--- src/rtl/serial_adder.sv ---
// Bit-serial N-bit adder: one full-adder cell and a carry flip-flop, LSB first.
// Accept on start in IDLE, N bit steps in ADD, one-cycle done pulse in DONE.
module serial_adder #(
  parameter int N = 8
) (
  input  logic         clk,
  input  logic         rst_n,
  input  logic         start,
  input  logic [N-1:0] a,
  input  logic [N-1:0] b,
  input  logic         cin,
  output logic         busy,
  output logic         done,
  output logic [N-1:0] sum,
  output logic         cout
);

  localparam int CW = $clog2(N);
  localparam logic [CW-1:0] CNT_LAST = CW'(N - 1);

  typedef enum logic [1:0] {
    S_IDLE = 2'd0,
    S_ADD  = 2'd1,
    S_DONE = 2'd2
  } state_t;

  state_t          r_state;
  logic [N-1:0]    r_a;
  logic [N-1:0]    r_b;
  logic [N-1:0]    r_ps;
  logic            r_c;
  logic [CW-1:0]   r_cnt;
  logic            r_busy;
  logic            r_done;
  logic [N-1:0]    r_sum;
  logic            r_cout;

  logic            w_s;
  logic            w_c;
  logic [N-1:0]    w_ps_next;

  // The single full-adder cell shared by every bit position.
  always_comb begin
    w_s       = r_a[0] ^ r_b[0] ^ r_c;
    w_c       = (r_a[0] & r_b[0]) | (r_a[0] & r_c) | (r_b[0] & r_c);
    w_ps_next = {w_s, r_ps[N-1:1]};
  end

  always_ff @(posedge clk or negedge rst_n) begin
    if (!rst_n) begin
      r_state <= S_IDLE;
      r_a     <= '0;
      r_b     <= '0;
      r_ps    <= '0;
      r_c     <= 1'b0;
      r_cnt   <= '0;
      r_busy  <= 1'b0;
      r_done  <= 1'b0;
      r_sum   <= '0;
      r_cout  <= 1'b0;
    end else begin
      case (r_state)
        S_IDLE: begin
          r_done <= 1'b0;
          if (start) begin
            r_a     <= a;
            r_b     <= b;
            r_c     <= cin;
            r_cnt   <= '0;
            r_busy  <= 1'b1;
            r_state <= S_ADD;
          end
        end
        S_ADD: begin
          r_a   <= r_a >> 1;
          r_b   <= r_b >> 1;
          r_c   <= w_c;
          r_ps  <= w_ps_next;
          r_cnt <= r_cnt + 1'b1;
          if (r_cnt == CNT_LAST) begin
            r_sum   <= w_ps_next;
            r_cout  <= w_c;
            r_busy  <= 1'b0;
            r_done  <= 1'b1;
            r_state <= S_DONE;
          end
        end
        S_DONE: begin
          // start is deliberately ignored here; the earliest re-accept is from IDLE.
          r_done  <= 1'b0;
          r_state <= S_IDLE;
        end
        default: begin
          r_busy  <= 1'b0;
          r_done  <= 1'b0;
          r_state <= S_IDLE;
        end
      endcase
    end
  end

  assign busy = r_busy;
  assign done = r_done;
  assign sum  = r_sum;
  assign cout = r_cout;

endmodule

--- config.mk ---
export PLATFORM = sky130hd
export DESIGN_NAME = serial_adder
export DESIGN_NICKNAME = d
export VERILOG_FILES = /design/src/rtl/serial_adder.sv
export SDC_FILE = /design/constraint.sdc
export NUM_CORES = 1
export LEC_CHECK = 0
export ABC_AREA = 0
export CAP_MARGIN = 25
export CORE_ASPECT_RATIO = 0.75
export CORE_MARGIN = 3
export CORE_UTILIZATION = 53
export CTS_CLUSTER_DIAMETER = 40
export CTS_CLUSTER_SIZE = 14
export DETAILED_ROUTE_END_ITERATION = 8
export PLACE_DENSITY = 0.86
export SLEW_MARGIN = 20
export SYNTH_ARGS = -nofsm -noshare
export SYNTH_HDL_FRONTEND = slang
export SYNTH_SLANG_ARGS = --single-unit
--- constraint.sdc ---
create_clock -name clk -period 2.6 [get_ports clk]
set_input_delay 0.52 -clock clk [delete_from_list [all_inputs] [get_ports clk]]
set_output_delay 0.52 -clock clk [all_outputs]
set_load 0.01 [all_outputs]
==> metrics.md, run 1 <==
| Metric | Value |
|---|---|
| Iteration-0 DRC Markers | 139 |
| Syn Area/Cell | 11.2 um^2 |
| Most common cell in the netlist | dfrtp_1 |
| Post-CTS Setup Inserts | 0 |
| First-pass DRT Iterations | 4 |
| WS Path Type | primary input to register |
| Worst Skew | 4.81 ps |
| Worst-path clk slew | 80 ps |
| CTS sink count | 40 |
| Ys async rst share | 100% |
| Yosys cell types | 27 |
| CP Launch Type | primary input |
| CTS resizes | 0 |
| CP required | 2780 ps |
| Area Growth Syn to Fin | 19.6% |
| Post-DP HPWL | 2500 um |
| Status | finished, final reports clean |
| GRT Total Usage | 20.1% |
| VDD IR max | 0.579 mV |
| TritonCTS Buffers | 5 |
| PortBufs | 30 |
| CORE AREA | 3130 um^2 |
| WHS | 333 ps |
| Starting Density | 58.5% |
| Overflow left after global routing | 0 |
| R2r setup slk | 830 ps |
| Ant diodes | 0 |
| Via density per instance | 5.89 |
| Slew headroom | 37.8% |
| Hold Fails Final Rpt | 0 |
| Max-slew violations | 0 |
| Max-cap violations | 0 |
| Largest net degree at the start of global routing | 41 |
| Layout Nets | 213 |
| CTS tree | yes |
| Synthesized area | 1830 um^2 |
| WP data arrival | 1980 ps |
| EDFF count, synth | 0 |
| Setup repair after global routing missed its margin | false |
| Clock Tree Buf Depth | 2 |
| Final setup fails | 0 |
| Root buf cell | clkbuf_8 |
| Hold_buf cts | 0 |
| Commonest register cell after synthesis | dfrtp_1 |
| Yosys reg bits | 40 |
| Largest area contributor in the netlist | dfrtp_1 |
| Setup_tns | 0 ps |
| Crit path max fanout | 11 |
| Fill count | 219 |
| Vias in the first global route | 1379 |
| Die ar. | 4200 um^2 |
| Post-synthesis mux area share | 7.93% |
| Final cycle utilization of the critical path | 68.9% |
| Top cell type's share of synthesized area | 54.7% |
| Leak | 0.988 nW |
| H-tree levels | 2 |
| FP Rows | 17 |
| Initial antenna violation count | 0 |
| Share of cells above drive strength 1 | 14.1% |
| Compound-gate portion of the synthesized area | 12.3% |
| Largest family of logic cells by synthesized area | simple AND/OR/NAND/NOR gates |
| Routed Antenna Nets | 0 |
| Sequential area share after synthesis | 54.7% |
| Crit. End Element | register |
| XOR/XNOR Fraction of Synth Area | 0% |
| Synthesis Warnings | 0 |
| Synthesized-area fraction occupied by adder cells | 2.46% |
| Synth Area in Simple Gates | 17.4% |
| Final instance area | 2190 um^2 |
| Fmax achieved | 558 MHz |
| Synth Instances | 163 |
| Vias | 1349 |
| Hold crit path type | primary input to asynchronous set/reset pin |
| Largest cells by area after synthesis | dfrtp_1 (55%), mux2_4 (7.4%), o22ai_1 (5.1%) |
| Pwr dens | 1190 nW/um^2 |
| GP Congestion | 0.779 |
| Residual DRC | 0 |
| Worst r2r dst | r_b[3] |
| Io pins | 31 |
| Top post-synthesis cells by count | dfrtp_1 (40), nand2_1 (24), nor3_1 (15), o22ai_1 (15), nor2_1 (14) |
| Syn nets | 186 |
| Minimum clock period | 1790 ps |
| DP Area | 2100 um^2 |
| Chip Height | 56.9 um |
| Die X | 73.9 um |
| Worst Tran Pin Value | 933 ps |
| Worst r2r path cells | 3 |
| First-pass GRT wire length | 6460 um |
| Critical R2R Launch | r_state[1] |
| Drt total wl | 3800 um |
| Clock Latency Late Sink | 290 ps |
| Routed length per instance | 16.6 um |
power by group:
part           switching, mW  internal, mW
Combinational          0.508         0.536
Clock                  0.211         0.212
Sequential             0.228         0.913
Total                  0.947          1.66
registers in the layout, summed over array words and instances, names as in the netlist:
register / count
done: 1
r_c: 1
r_b: 8
r_cnt: 3
busy: 1
r_ps: 7
sum: 8
r_state: 2
r_a: 8
cout: 1
through the flow:
| stage | cells | total power, mW | utilization, % | setup slack (ps) |
|---|---|---|---|---|
| 4_1_cts | 229 | 2.62 | 70.0 | 839 |
| 3_5_place_dp | 221 | 2.19 | 67.1 | 524 |
| 2_1_floorplan | 163 | 1.86 | - | 1230 |
| 5_1_grt | 229 | 2.79 | 70.0 | 672 |
| 6_report | 229 | 2.61 | 70.0 | 809 |
| 3_3_place_gp | 221 | 2.11 | 67.1 | 608 |
worst max-delay path by stage:
| stage | slack, ps | start | depth (start not counted) | endpoint |
|---|---|---|---|---|
| 6_report | 810 | start | 4 | r_cnt[2] |
| 5_1_grt | 670 | r_state[1] | 3 | r_b[5] |
| 4_1_cts | 840 | r_state[1] | 3 | r_b[5] |
| 3_5_place_dp | 520 | start | 4 | r_cnt[2] |
| 3_3_place_gp | 610 | start | 4 | r_cnt[1] |
| 2_1_floorplan | 1230 | r_cnt[0] | 4 | cout |
layout make-up:
class                           count  area [um^2]  share of cell area [%]
Sequential cell                    40         1000                    45.7
Multi-Input combinational cell    109          734                    33.5
Timing Repair Buffer               31          303                    13.8
Clock inverter                      2         10.0                   0.457
Clock buffer                        6         82.6                    3.77
Inverter                            3         11.3                   0.514
Tap cell                           38         47.5                    2.17
per-layer routing:
metal / global-route usage [%] / routed length, um
met1: 27.4 / 1670
met2: 30.9 / 1890
met3: 5.37 / 195
met4: 6.98 / 40
met5: 0 / 0
worst max-delay path: stages:
cell	delay, ps
clkdlybuf4s50_1	750
or2_1	390
nand2_1	120
a22o_1	200
cell usage in the layout, fill, tap and decap left out:
cell / n
nor2b_1: 1
o21ai_0: 3
o21ai_1: 4
clkdlybuf4s50_1: 29
inv_1: 1
or2_1: 1
nand2b_1: 1
a22o_1: 2
o32ai_1: 9
ha_1: 2
clkbuf_8: 6
o22ai_1: 15
nand2b_4: 1
buf_2: 1
nand2_8: 1
buf_4: 1
nor2b_4: 1
nor3_1: 15
clkinv_2: 2
nand3_1: 1
fa_1: 1
nand2_1: 24
nor3_2: 3
dfrtp_1: 40
nor2_1: 14
inv_2: 2
mux2_4: 9
mux2i_1: 1
cell families after synthesis:
| logic type | after synthesis |
|---|---|
| muxes | 10 |
| buffers and inverters | 14 |
| adders and majority gates | 3 |
| and+or+nand+nor | 63 |
| AOI/OAI and AO/OA | 33 |
| DFF | 40 |
No activity file was read; power rests on OpenSTA's default activity.
==> inputs of run 2 (changes only) <==
Settings changed: CORE_UTILIZATION 53 to 47, PLACE_DENSITY 0.86 to 0.81.
Clock period 2.6 ns to 1.5 ns, I/O delays scaled along.
==> metrics.md, run 2 (synthesized netlist as in run 1, its figures left out) <==
| Metric | Value |
|---|---|
| Die ar. | 4690 um^2 (+12%) |
| Chip Height | 60.0 um (+5.5%) |
| Worst Skew | 13.6 ps (+8.82 ps) |
| First-pass DRT Iterations | 4 (unchanged) |
| CORE AREA | 3510 um^2 (+12%) |
| CP Launch Type | register |
| Routed Antenna Nets | 0 (unchanged) |
| First-pass GRT wire length | 6690 um (+3.5%) |
| Fmax achieved | 704 MHz |
| Drt total wl | 4010 um (+5.4%) |
| Residual DRC | 0 (unchanged) |
| Worst setup path endpoint | sum[2] |
| Hold Fails Final Rpt | 0 (unchanged) |
| Critical R2R Launch | r_cnt[0] |
| Worst r2r path cells | 4 (+1) |
| H-tree levels | 2 (unchanged) |
| Commonest cells after routing, fill and taps aside | dfrtp_1 (40), nand2_1 (24), clkdlybuf4s50_1 (18), o22ai_1 (15), nor3_1 (15) |
| Layout Nets | 221 (+3.8%) |
| Clock Tree Buf Depth | 2 (unchanged) |
| CTS sink count | 40 (unchanged) |
| Area Growth Syn to Fin | 25.7% |
| Minimum clock period | 1420 ps |
| Via density per instance | 5.65 (-4.1%) |
| GRT Total Usage | 18.9% (-1.2 points) |
| WS Path Type | register to register |
| Worst-path clk slew | 90 ps (about the same) |
| CP startpoint | r_cnt[0] |
| R2r setup slk | 80 ps (-750 ps) |
| Io pins | 31 (unchanged) |
| PortBufs | 30 (unchanged) |
| Max-cap violations | 0 (unchanged) |
| Slew headroom | 70.3% (+32 points) |
| WHS | 473 ps (+140 ps) |
| Design Power | 4.72 mW (+81%) |
| Clock Latency Late Sink | 300 ps (about the same) |
| Placed insts | 240 (+8.6%) |
| Initial antenna violation count | 0 (unchanged) |
| CP required | 1680 ps (-1100 ps) |
| Fill count | 284 (+30%) |
| Crit. End Element | register |
| VDD IR max | 0.861 mV (+49%) |
| Final cycle utilization of the critical path | 94.7% |
| Root buf cell | clkbuf_8 |
| GP Congestion | 0.776 (-0.36%) |
| Max-slew violations | 0 (unchanged) |
| TritonCTS Buffers | 5 (unchanged) |
| Commonest non-fill, non-tap cell in the layout | dfrtp_1 |
| Overflow left after global routing | 0 (unchanged) |
| Vias | 1406 (+4.2%) |
| Die X | 78.1 um (+5.7%) |
| Pwr dens | 2050 nW/um^2 (+72%) |
| Share of cells above drive strength 1 | 17.6% (+3.5 points) |
| Setup repair after global routing missed its margin | false |
| Worst r2r dst | sum[2] |
| Routed length per instance | 16.1 um (-3.0%) |
| Crit path max fanout | 10 (-1) |
| Post-DP HPWL | 2770 um (+11%) |
| Starting Density | 52.1% (-6.4 points) |
| Largest net degree at the start of global routing | 27 (-34%) |
| Status | finished, final reports clean |
| WP data arrival | 1600 ps (-380 ps) |
| Setup_tns | 0 ps (unchanged) |
| Iteration-0 DRC Markers | 84 (-40%) |
| Hold crit path type | primary input to asynchronous set/reset pin |
| Final setup fails | 0 (unchanged) |
| Worst Tran Pin Value | 446 ps (-487 ps) |
| Final non-filler cell total | 249 (+8.7%) |
| Leak | 1.08 nW (+8.8%) |
| Ant diodes | 0 (unchanged) |
| FP Rows | 18 (+1) |
| Vias in the first global route | 1415 (+2.6%) |
| CTS tree | yes |
run 2: cell types whose count changed in the layout (fill, tap and decap cells not counted), sizes merged:
cell | before | now
clkdlybuf4s50 | 29 | 18
bufinv | 0 | 1
dlygate4sd3 | 0 | 1
buf | 2 | 9
dlymetal6s2s | 0 | 1
dlygate4sd2 | 0 | 10
clkinv | 2 | 1
run 2: power breakdown:
group,total [mW],internal [mW],switching (mW)
clock network,0.927,0.544,0.383
logic,1.82,0.902,0.920
registers,1.97,1.58,0.392
total,4.72,3.03,1.70
run 2: stage by stage:
| stage | cell area [um^2] | utilization, % | setup slack (ps) |
|---|---|---|---|
| floorplan | 1830 | - | 130 |
| global placement | 2180 | 62.0 | -11.7 |
| detailed placement | 2180 | 62.0 | -70.4 |
| CTS | 2300 | 65.3 | 2.84 |
| global route | 2300 | 65.5 | 25.4 |
| finish | 2300 | 65.5 | 79.1 |
run 2: how the worst min path moves through the flow:
stage | from | endpoint | slack (ps) | cells after the start
after CTS | rst_n | r_a[0] | 490 | 2
after global placement | rst_n | sum[7] | 260 | 1
after detailed placement | rst_n | r_a[0] | 270 | 1
after floorplan | rst_n | busy | 4 | 0
after global routing | rst_n | r_b[0] | 530 | 2
final | rst_n | r_a[2] | 470 | 2
run 2: critical path: stages (launching register included):
cell     delay (ps)
dfrtp_1         410
ha_1            220
ha_2            230
nand2_8         140
mux2_4          320
run 2: area by class of cell:
class | instances | area [um^2] | area share [%]
Clock buffer | 6 | 82.6 | 3.59
Multi-Input combinational cell | 109 | 737 | 32.0
Sequential cell | 40 | 1000 | 43.5
Inverter | 3 | 11.3 | 0.489
Tap cell | 50 | 62.6 | 2.72
Timing Repair Buffer | 39 | 368 | 16.0
Clock inverter | 2 | 38.8 | 1.69
run 2: repair_timing:
| item | in CTS | in global routing |
|---|---|---|
| cloned | 0 | 0 |
| endpoints found under the hold margin | 17 | 0 |
| setup endpoints to repair | 10 | 10 |
| buffers inserted | 0 | 0 |
| resized for setup | 10 | 2 |
| hold buffers | 1 | 0 |
run 2: routing by layer:
layer / GRT usage [%] / wire length (um) / part of all wire (%) / up-vias
met5: 0 / 0 / 0 / -
met4: 9.23 / 93 / 2.3 / 0
met3: 5.12 / 239 / 6.0 / 11
met2: 30.0 / 1930 / 48 / 53
met1: 24.5 / 1740 / 44 / 686
li1: - / - / - / 656
